--- config.mk ---
export PLATFORM = sky130hd
export DESIGN_NAME = i2c_bus_monitor_flat
export DESIGN_NICKNAME = d
export VERILOG_FILES = /design/src/rtl/i2c_bus_monitor_if.sv /design/src/rtl/i2c_bus_monitor.sv /design/src/flat_wrapper.sv
export SDC_FILE = /design/constraint.sdc
export NUM_CORES = 1
export LEC_CHECK = 0
export ABC_CLOCK_PERIOD_IN_PS = 3700
export CAP_MARGIN = 20
export CORE_ASPECT_RATIO = 0.7
export CORE_MARGIN = 1
export CORE_UTILIZATION = 45
export DETAILED_ROUTE_END_ITERATION = 8
export PLACE_DENSITY = 0.69
export SETUP_SLACK_MARGIN = 0.2
export SYNTH_ARGS = -nofsm -noshare
export SYNTH_HDL_FRONTEND = slang
export SYNTH_SLANG_ARGS = --single-unit
--- constraint.sdc ---
create_clock -name clk -period 3.7 [get_ports clk]
set_clock_uncertainty 0.05 [all_clocks]
set_input_delay 0.74 -clock clk [delete_from_list [all_inputs] [get_ports clk]]
set_output_delay 0.74 -clock clk [all_outputs]
set_load 0.05 [all_outputs]
--- src/rtl/i2c_bus_monitor_if.sv ---
// Pad-side and monitor-side view of the I2C receive monitor signals.
// The slave modport is the monitor itself; the master modport is whoever drives the pads and consumes the events.
interface i2c_bus_monitor_if #(
   parameter int CNT_W = 8
) ();

   logic             scl_in;
   logic             sda_in;
   logic             scl_f;
   logic             sda_f;
   logic             scl_rise;
   logic             scl_fall;
   logic             start_det;
   logic             stop_det;
   logic             bus_busy;
   logic [CNT_W-1:0] measHi;
   logic [CNT_W-1:0] measLo;
   logic             measHiVld;
   logic             measLoVld;

   modport slave (
      input  scl_in,
      input  sda_in,
      output scl_f,
      output sda_f,
      output scl_rise,
      output scl_fall,
      output start_det,
      output stop_det,
      output bus_busy,
      output measHi,
      output measLo,
      output measHiVld,
      output measLoVld
   );

   modport master (
      output scl_in,
      output sda_in,
      input  scl_f,
      input  sda_f,
      input  scl_rise,
      input  scl_fall,
      input  start_det,
      input  stop_det,
      input  bus_busy,
      input  measHi,
      input  measLo,
      input  measHiVld,
      input  measLoVld
   );

endinterface

--- src/rtl/i2c_bus_monitor.sv ---
// I2C receive-side monitor: synchronises and glitch-filters SCL/SDA, flags edges and START/STOP,
// tracks bus-busy and measures completed SCL high/low phase lengths in clk cycles.
module i2c_bus_monitor #(
   parameter int FILT_LEN = 3,
   parameter int CNT_W    = 8
) (
   input logic               clk,
   input logic               rst_an,
   i2c_bus_monitor_if.slave  bus
);

   localparam logic [3:0]       FILT_MAX = 4'(FILT_LEN - 1);
   localparam logic [CNT_W-1:0] CNT_MAX  = {CNT_W{1'b1}};

   // After reset the line levels must be re-acquired before START/STOP may be reported,
   // otherwise a bus held with SDA low would look like a fresh START.
   typedef enum logic [1:0] {
      ACQ_FILL1,
      ACQ_FILL2,
      ACQ_SETTLE,
      ACQ_ARMED
   } acqState_t;

   acqState_t        acqState;
   acqState_t        acqNext;
   logic             armed;

   logic [1:0]       syncA;
   logic [1:0]       syncB;
   logic [1:0]       filt;
   logic [3:0]       filtCnt [2];

   logic             sclQ;
   logic             sdaQ;
   logic             sclF;
   logic             sdaF;
   logic             sclRise;
   logic             sclFall;
   logic             startDet;
   logic             stopDet;

   logic             busBusy;
   logic [CNT_W-1:0] periodCnt;
   logic             seenRise;
   logic             seenFall;
   logic [CNT_W-1:0] measHiReg;
   logic [CNT_W-1:0] measLoReg;
   logic             measHiVldReg;
   logic             measLoVldReg;

   // Bit 0 carries SCL, bit 1 carries SDA: two-flop synchroniser, then a per-line
   // persistence filter that only accepts a level held for FILT_LEN cycles.
   always_ff @(posedge clk or negedge rst_an) begin
      if (!rst_an) begin
         syncA      <= 2'b11;
         syncB      <= 2'b11;
         filt       <= 2'b11;
         filtCnt[0] <= '0;
         filtCnt[1] <= '0;
      end else begin
         syncA <= {bus.sda_in, bus.scl_in};
         syncB <= syncA;
         for (int i = 0; i < 2; i++) begin
            if (syncB[i] != filt[i]) begin
               if (filtCnt[i] == FILT_MAX) begin
                  filt[i]    <= syncB[i];
                  filtCnt[i] <= '0;
               end else begin
                  filtCnt[i] <= filtCnt[i] + 4'd1;
               end
            end else begin
               filtCnt[i] <= '0;
            end
         end
      end
   end

   assign sclF = filt[0];
   assign sdaF = filt[1];

   // Acquisition state register.
   always_ff @(posedge clk or negedge rst_an) begin
      if (!rst_an) begin
         acqState <= ACQ_FILL1;
      end else begin
         acqState <= acqNext;
      end
   end

   // Wait for the synchroniser to fill, then for both filtered lines to agree with it.
   always_comb begin
      acqNext = acqState;
      armed   = 1'b0;
      case (acqState)
         ACQ_FILL1:  acqNext = ACQ_FILL2;
         ACQ_FILL2:  acqNext = ACQ_SETTLE;
         ACQ_SETTLE: begin
            if (syncB == filt) begin
               acqNext = ACQ_ARMED;
            end
         end
         ACQ_ARMED:  armed = 1'b1;
         default:    acqNext = ACQ_FILL1;
      endcase
   end

   // Previous filtered levels for edge and START/STOP detection.
   always_ff @(posedge clk or negedge rst_an) begin
      if (!rst_an) begin
         sclQ <= 1'b1;
         sdaQ <= 1'b1;
      end else begin
         sclQ <= sclF;
         sdaQ <= sdaF;
      end
   end

   // SCL must be high in both cycles so a simultaneous SCL/SDA change is never a START/STOP.
   assign sclRise  = sclF & ~sclQ;
   assign sclFall  = ~sclF & sclQ;
   assign startDet = armed & sclF & sclQ & sdaQ & ~sdaF;
   assign stopDet  = armed & sclF & sclQ & ~sdaQ & sdaF;

   // Bus-busy tracking and the saturating SCL phase counter with its captures.
   always_ff @(posedge clk or negedge rst_an) begin
      if (!rst_an) begin
         busBusy      <= 1'b0;
         periodCnt    <= '0;
         seenRise     <= 1'b0;
         seenFall     <= 1'b0;
         measHiReg    <= '0;
         measLoReg    <= '0;
         measHiVldReg <= 1'b0;
         measLoVldReg <= 1'b0;
      end else begin
         if (startDet) begin
            busBusy <= 1'b1;
         end else if (stopDet) begin
            busBusy <= 1'b0;
         end

         if (sclRise || sclFall) begin
            periodCnt <= {{(CNT_W-1){1'b0}}, 1'b1};
         end else if (periodCnt != CNT_MAX) begin
            periodCnt <= periodCnt + 1'b1;
         end

         seenRise     <= seenRise | sclRise;
         seenFall     <= seenFall | sclFall;
         measHiVldReg <= sclFall & seenRise;
         measLoVldReg <= sclRise & seenFall;
         if (sclFall && seenRise) begin
            measHiReg <= periodCnt;
         end
         if (sclRise && seenFall) begin
            measLoReg <= periodCnt;
         end
      end
   end

   assign bus.scl_f     = sclF;
   assign bus.sda_f     = sdaF;
   assign bus.scl_rise  = sclRise;
   assign bus.scl_fall  = sclFall;
   assign bus.start_det = startDet;
   assign bus.stop_det  = stopDet;
   assign bus.bus_busy  = busBusy;
   assign bus.measHi    = measHiReg;
   assign bus.measLo    = measLoReg;
   assign bus.measHiVld = measHiVldReg;
   assign bus.measLoVld = measLoVldReg;

endmodule
--- src/flat_wrapper.sv ---
// flat-port wrapper written by rule: the top's interface ports become plain ports
module i2c_bus_monitor_flat 
#(
   parameter int FILT_LEN = 3,
   parameter int CNT_W    = 8
)
  (clk, rst_an, bus_scl_in, bus_sda_in, bus_scl_f, bus_sda_f, bus_scl_rise, bus_scl_fall, bus_start_det, bus_stop_det, bus_bus_busy, bus_measHi, bus_measLo, bus_measHiVld, bus_measLoVld);
  i2c_bus_monitor_if #(.CNT_W(CNT_W)) bus_i ();
  input logic clk;
  input logic rst_an;
  input wire logic [$bits(bus_i.scl_in)-1:0] bus_scl_in;
  input wire logic [$bits(bus_i.sda_in)-1:0] bus_sda_in;
  output wire logic [$bits(bus_i.scl_f)-1:0] bus_scl_f;
  output wire logic [$bits(bus_i.sda_f)-1:0] bus_sda_f;
  output wire logic [$bits(bus_i.scl_rise)-1:0] bus_scl_rise;
  output wire logic [$bits(bus_i.scl_fall)-1:0] bus_scl_fall;
  output wire logic [$bits(bus_i.start_det)-1:0] bus_start_det;
  output wire logic [$bits(bus_i.stop_det)-1:0] bus_stop_det;
  output wire logic [$bits(bus_i.bus_busy)-1:0] bus_bus_busy;
  output wire logic [$bits(bus_i.measHi)-1:0] bus_measHi;
  output wire logic [$bits(bus_i.measLo)-1:0] bus_measLo;
  output wire logic [$bits(bus_i.measHiVld)-1:0] bus_measHiVld;
  output wire logic [$bits(bus_i.measLoVld)-1:0] bus_measLoVld;
  assign bus_i.scl_in = bus_scl_in;
  assign bus_i.sda_in = bus_sda_in;
  assign bus_scl_f = bus_i.scl_f;
  assign bus_sda_f = bus_i.sda_f;
  assign bus_scl_rise = bus_i.scl_rise;
  assign bus_scl_fall = bus_i.scl_fall;
  assign bus_start_det = bus_i.start_det;
  assign bus_stop_det = bus_i.stop_det;
  assign bus_bus_busy = bus_i.bus_busy;
  assign bus_measHi = bus_i.measHi;
  assign bus_measLo = bus_i.measLo;
  assign bus_measHiVld = bus_i.measHiVld;
  assign bus_measLoVld = bus_i.measLoVld;
  i2c_bus_monitor #(.FILT_LEN(FILT_LEN), .CNT_W(CNT_W)) u_core (.clk(clk), .rst_an(rst_an), .bus(bus_i));
endmodule
---- Yosys cells after proc, flatten, opt, wreduce, memory -nomap -nowiden ----
Cells that the tools add are included.
word-level totals
  bits in registers ....................... 47
  bits of input ports ..................... 4
  logic and storage cells ................. 67
cells by class
  add/sub/neg operators ................... 3
  eq/ne operators ......................... 10
  muxes and demuxes ....................... 11
  bitwise gates (word level) .............. 16
  reduce and logical (&&, ||, !) cells .... 10
operators by type and width
  operator               number
  $mux W4                4
  $mux W8                2
  $and A1 B1 Y1          10
  $add A4 B1 Y4 const B  2
  $add A8 B1 Y8 const B  1
  $eq A4 B2 Y1 const B   2
  $ne A8 B8 Y1 const B   1
  $pmux W2 S3            1
  $reduce_and A2 Y1      3
  $eq A2 B2 Y1 const B   2
  $not A1 Y1             4
  $reduce_bool A2 Y1     2
  $mux W1                3
  $reduce_bool A3 Y1     1
  $eq A2 B1 Y1 const B   1
  $eq A2 B2 Y1           1
  $logic_and A1 B1 Y1    2
  $logic_not A2 Y1       1
  $mux W2                1
  $ne A1 B1 Y1           2
  $ne A2 B1 Y1 const B   1
  $or A1 B1 Y1           2
  $logic_or A1 B1 Y1     1

---- Longest topological paths before layout ----
Gate-level depths: netlist of run 1.
  word-level depth ........................ 8
  depth in mapped cells ................... 6

---- Least setup slack after synthesis of run 1 ----
OpenSTA, ideal clock, no wires.
  path type ............................... register to output
  from .................................... register u_core.filt[0]
  to ...................................... output bus_start_det
  arrival time ............................ 2.086 ns
  data required time ...................... 2.910 ns
  setup slack ............................. 0.824 ns
  stages on the path, launching flop included .. 3
  cell sequence ........................... dfstp_2 -> nand3_1 -> nor3b_1
between the ends
  word-level cells in the longest chain between the ends .. 4
RTL lines
  what                             line                    RTL
  start, declared                  i2c_bus_monitor.sv:30   logic [1:0] filt;
  start signal, assigned by index  i2c_bus_monitor.sv:66   filt[i] <= syncB[i];
  $and A1 B1 Y1 (4 in a row)       i2c_bus_monitor.sv:121  assign startDet = armed & sclF & sclQ & sdaQ & ~sdaF;
  end, declared                    flat_wrapper.sv:17      output wire logic [$bits(bus_i.start_det)-1:0] bus_start_det;
Every way passes these cells.

---- Worst setup path in the final report of run 1 ----
  from .................................... register u_core.filt[0]
  to ...................................... output bus_stop_det
between the ends
  word-level cells in the longest chain between the ends .. 4
RTL lines
  what                        line                    RTL
  $and A1 B1 Y1 (4 in a row)  i2c_bus_monitor.sv:122  assign stopDet = armed & sclF & sclQ & ~sdaQ & sdaF;
  end, declared               flat_wrapper.sv:18      output wire logic [$bits(bus_i.stop_det)-1:0] bus_stop_det;
Every way passes these cells.

==> results of run 1 <==
power groups by stage:
stage                     combinational (mW)  sequential (mW)  clock, mW
after floorplan                        0.381            0.993          0
final                                  0.853            0.779      0.446
after CTS                              0.862            0.779      0.454
after global routing                   0.920            0.802      0.477
after detailed placement               0.852            0.788          0
after global placement                 0.825            0.772          0
flip-flops by register name, summed over array words and instances, names as in the netlist:
signal and flops:
u_core.syncA 2, u_core.sdaQ 1, u_core.filtCnt 8, u_core.periodCnt 8, u_core.sclQ 1, u_core.bus.measLo 8
u_core.seenRise 1, u_core.bus.measHi 8, u_core.seenFall 1, u_core.filt 2, u_core.syncB 2, u_core.bus.measLoVld 1
u_core.acqState 2, u_core.bus.measHiVld 1, u_core.bus.bus_busy 1
worst reg2reg max path, cell delays in order (launching register included):
cell and delay [ns]:
dfstp_2 0.59, inv_1 0.07, ha_1 0.21, nand2_1 0.33, mux2_2 0.38
through the flow:
| stage | total power, mW | area (µm²) | util | instances | setup WS [ns] |
|---|---|---|---|---|---|
| finish | 2.078 | 2456 | 0.6042 | 240 | 0.7945 |
| global route | 2.199 | 2456 | 0.6042 | 240 | 0.6163 |
| CTS | 2.096 | 2436 | 0.5993 | 239 | 0.7699 |
| detailed placement | 1.639 | 2300 | 0.5657 | 231 | 1.099 |
| global placement | 1.597 | 2300 | 0.5657 | 231 | 1.154 |
| floorplan | 1.374 | 1983 | - | 154 | 0.8240 |
layout by cell type (no fill, tap or decap), types with 3 or more instances in the layout:
| cell type | count |
|---|---|
| xnor2_1 | 5 |
| clkdlybuf4s50_1 | 27 |
| nand3_1 | 5 |
| clkbuf_8 | 5 |
| ha_1 | 10 |
| dfstp_2 | 8 |
| nand4_1 | 3 |
| mux2i_1 | 4 |
| dfrtp_1 | 39 |
| or2_2 | 4 |
| inv_1 | 10 |
| nand2_1 | 9 |
| o21ai_0 | 4 |
| mux2_2 | 18 |
| nor2_1 | 9 |
| nor3b_1 | 5 |
| a31oi_1 | 3 |
worst paths after layout:
path / start / end / slack, ns / cells past startpoint
max reg2reg: u_core.filt[0] / u_core.bus.measHi[4] / 1.95 / 4
min in group clk: u_core.syncA[0] / u_core.syncB[0] / 0.31 / 0
max: u_core.filt[0] / bus_stop_det / 0.79 / 3
min reg2reg: u_core.syncA[0] / u_core.syncB[0] / 0.31 / 0
max in group asynchronous: rst_an / u_core.sclQ / 2.89 / 2
min: rst_an / u_core.bus.measHi[0] / 0.20 / 1
cell type report:
cell class                 instances  area, µm²  area share
timing repair buffer              29      295.3      0.1202
multi-input combinational         94      735.7      0.2995
inverter                          10      37.54     0.01528
sequential                        47       1186      0.4829
clock buffer                       5      68.82     0.02802
clock inverter                     3      67.56     0.02751
tap                               52      65.06     0.02649
per-layer routing:
metal,share of wire,vias to the layer above
met5,0,-
met4,0.013,0
met3,0.046,7
met2,0.49,27
met1,0.45,602
li1,-,587
kinds of logic after synthesis:
family                   after synthesis  share of synthesized area
AO/OA/AOI/OAI                         13                    0.04039
multiplexers                          22                     0.1224
adder cells (fa/ha/maj)               10                    0.06309
buffers and inverters                 13                    0.03092
XOR/XNOR                               6                    0.02650
AND/OR/NAND/NOR                       43                     0.1186
flip-flops                            47                     0.5981
==> out/metrics.yaml, run 1 <==
job:
  maxCapViolations: 0
clock_network:
  clock-root-buffer: "clkbuf_8"
  path_clk_slew_ns: 0.09
  clock_latency_ns: 0.30
  cts_sinks: 47
  clockBufferDepth: 2
  cts_buffers: 5
  cts_tree: "done"
  post-cts-setup-buffers: 0
  h-tree-depth: 2
  ctsHoldBuffers: 0
  cts_resized: 0
placement:
  numPortBuffers: 28
  place.gp.congestion: 0.7691
  dpl.hpwl_mm: 2.458
pwr:
  p_comb_frac: 0.411
  p_sw_mw: 0.8126
  p_clk_frac: 0.215
  cellLeakagePower_nw: 1.119
  p_seq_frac: 0.375
  p_int_mw: 1.265
  power.density_nw_per_um2: 846.0
  swShare: 0.3911
  ir_drop_mv: 0.5668
synthesis:
  synth_top_cell_area_share: 0.4921
  synthTopCellsByCount: "39 x dfrtp_1, 18 x mux2_2, 10 x ha_1, 10 x inv_1"
  synth_area_leaders: "dfrtp_1 49%, dfstp_2 11%, mux2_2 10%"
  synth_edf_count: 0
  ys_warn_count: 0
  synthArstFlopShare: 1.000
  synth_seq_cells: 47
  synth_most_common_cell: "dfrtp_1"
  yosys.area.top_type: "dfrtp_1"
  avgSynthCellArea_um2: 12.88
  synth_nets: 168
  synth_ff_type: "dfrtp_1"
  syn_inst: 154
  seq_area_frac_synth: 0.5981
  synth.distinct_cells: 32
  synth_area_um2: 1983
setup_path:
  crit_fanout: 6
  critPathCaptureType: "primary output"
  worstSetupPathType: "register to primary output"
  start_kind: "register"
  critical_path.slowest_cell: "clkdlybuf4s50_1"
  critPathBufInv: 1
  path_cells: "nand3_1 > nor3b_1 > clkdlybuf4s50_1"
  cp.required_ns: 2.91
  slowest_delay_ns: 0.85
  cp_top_family: "buffers and inverters"
  cp.arrival_ns: 2.12
final_layout:
  num-fill-cells: 312
  drive_gt1_frac: 0.2287
  area_growth_pct: 23.85
  n_antenna_cell: 0
  nNetsFinal: 201
die:
  dieHeight_um: 57.54
  die_w_um: 81.35
  initial_core_util: 0.4878
  die-area_um2: 4681
  fp-row-count: 19
  io_pins: 29
  core-area_um2: 4065
sta:
  min_period_ns: 2.905
  clock.fmax_ghz: 0.3442
  rsz0062_at_grt: "no"
  tightest_slew_ns: 0.5106
  finalMaxSlewViolations: 0
  hold_viol: 0
  slew_headroom: 0.6585
  setup-violations-final: 0
  setup_tns_ns: 0
  timing.hold.ws_ns: 0.1982
  min_period_over_period: 0.7853
route:
  ant_nets: 0
  drt_iter0_drc: 52
  avgRoutedWirePerCell_um: 14.83
  vias_per_cell: 5.096
  finalWirelength_mm: 3.558
  drc: 0
  vias: 1223
  drt_pass1_iterations: 4
global_route:
  grt_antenna_before_repair: 0
  grt_pass1_vias: 1321
  met3_usage: 0.05600
  top_usage_layer: "met2"
  grtUsageMet1: 0.2272
  use_met2: 0.2893
  grt_overflow: 0
  grt_pass1_wl_mm: 6.113
  grt_max_degree: 48
  track_usage: 0.1795
status:
  status: "finished clean"
min_path:
  hold_path_class: "input port to async pin"
Note: power is estimated with default switching activity, not from simulation.
==> run 2, diff against run 1 <==
- ABC_CLOCK_PERIOD_IN_PS: 3700 -> 2850
- clock period: 3.7 -> 2.85 ns (I/O delays scaled with it)
==> out/metrics.yaml, run 2 (synthesis results as in run 1) <==
setup_path:
  r2r_end: "u_core.bus.measHi[4]"
  reg2regPathDepth: 4
  worstSetupPathType: "register to primary output"
  cp.required_ns: 2.23
  ff2ff_setup_slack_ns: 1.10
  slowest_delay_ns: 0.81
  critPathCaptureType: "primary output"
  cp.arrival_ns: 1.90
  path_cells: "ha_1 > clkdlybuf4s50_1"
  startpoint: "u_core.filt[0]"
  path_depth: 2
  endpoint: "bus_scl_rise"
  crit_fanout: 6
  cp_top_family: "buffers and inverters"
  reg2reg_from: "u_core.filt[0]"
  critPathBufInv: 1
  start_kind: "register"
  critical_path.slowest_cell: "clkdlybuf4s50_1"
final_layout:
  n_antenna_cell: 0
  num-fill-cells: 313
  nNetsFinal: 201
  final_cell_mix: "39 x dfrtp_1, 25 x clkdlybuf4s50_1, 18 x mux2_2, 10 x inv_1, 10 x ha_1"
  drive_gt1_frac: 0.2287
  final_common_cell: "dfrtp_1"
  multi_input_area_um2: 735.7
  area_growth_pct: 23.72
  seqCellArea_um2: 1186
  final_area_um2: 2454
  utilization: 0.6036
die:
  fp-row-count: 19
  die_w_um: 81.35
  io_pins: 29
  die-area_um2: 4681
  core-area_um2: 4065
  dieHeight_um: 57.54
  initial_core_util: 0.4878
sta:
  setup_ws_ns: 0.3285
  min_period_over_period: 0.8847
  setup-violations-final: 0
  setup_tns_ns: 0
  finalMaxSlewViolations: 0
  hold_viol: 0
  tightest_slew_ns: 0.5106
  slew_headroom: 0.6585
  min_period_ns: 2.522
  rsz0062_at_grt: "no"
  clock.fmax_ghz: 0.3966
route:
  dr_wl_met2_mm: 1.752
  drt_iter0_drc: 52
  top_layer: "met4"
  drt_pass1_iterations: 4
  ant_nets: 0
  met3_length_um: 163
  vias_per_cell: 5.096
  m1WireLength_mm: 1.593
  vias: 1223
  drc: 0
  avgRoutedWirePerCell_um: 14.83
  finalWirelength_mm: 3.558
min_path:
  hold_path_class: "input port to async pin"
global_route:
  grt_pass1_vias: 1321
  grt_pass1_wl_mm: 6.113
  grt_antenna_before_repair: 0
  grt_overflow: 0
  track_usage: 0.1795
  grt_max_degree: 48
clock_network:
  clock_latency_ns: 0.30
  ctsHoldBuffers: 0
  path_clk_slew_ns: 0.09
  cts_tree: "done"
  cts_buffers: 5
  h-tree-depth: 2
  cts_resized: 2
  clockBufferDepth: 2
  clock-root-buffer: "clkbuf_8"
  post-cts-setup-buffers: 0
  cts_sinks: 47
placement:
  numPortBuffers: 28
  dpl.hpwl_mm: 2.458
  pre_cts_ws_ns: 0.4186
  place.gp.congestion: 0.7691
  place_area_um2: 2300
pwr:
  cellLeakagePower_nw: 1.128
  total_power_mw: 2.697
  ir_drop_mv: 0.7357
  power.density_nw_per_um2: 1099
job:
  maxCapViolations: 0
status:
  status: "finished clean"
[run 2: final cells by class]
cell class / count / area share
Sequential cell: 47 / 0.4834
Inverter: 10 / 0.01530
Multi-Input combinational cell: 94 / 0.2998
Clock inverter: 3 / 0.02754
Timing Repair Buffer: 29 / 0.1193
Clock buffer: 5 / 0.02805
Tap cell: 52 / 0.02652
[run 2: layer usage]
| layer | GRT usage | vias to the layer above |
|---|---|---|
| met5 | 0 | - |
| met4 | 0.06633 | 0 |
| met3 | 0.05600 | 7 |
| met2 | 0.2893 | 27 |
| met1 | 0.2272 | 602 |
| li1 | - | 587 |
[run 2: worst min path at each step]
stage	endpoint	from	slack [ns]
after floorplan	u_core.acqState[0]	rst_an	0.22
after CTS	u_core.syncB[1]	u_core.syncA[1]	0.31
after global placement	u_core.syncB[0]	u_core.syncA[0]	0.30
after global routing	u_core.bus.measHi[0]	rst_an	0.03
final	u_core.bus.measHi[0]	rst_an	0.03
after detailed placement	u_core.syncB[1]	u_core.syncA[1]	0.30
[run 2: where the power goes]
group,total (mW),internal (mW),switching (mW)
sequential,1.01,0.862,0.149
combinational,1.11,0.429,0.677
clock,0.579,0.350,0.229
total,2.70,1.64,1.05
[run 2: per-stage QoR]
stage	hold slack, ns	instances
4_1_cts	0.3120	239
6_report	0.02817	240
2_1_floorplan	0.2244	154
3_5_place_dp	0.2988	231
5_1_grt	0.03337	240
3_3_place_gp	0.2964	231
==> run 3, diff against run 2 <==
- CTS_BUF_LIST: not set -> sky130_fd_sc_hd__clkbuf_8
- CTS_CLUSTER_DIAMETER: not set -> 100
==> results of run 3 <==
Same layout as run 2: the final DEF is identical, and so are final timing and power.
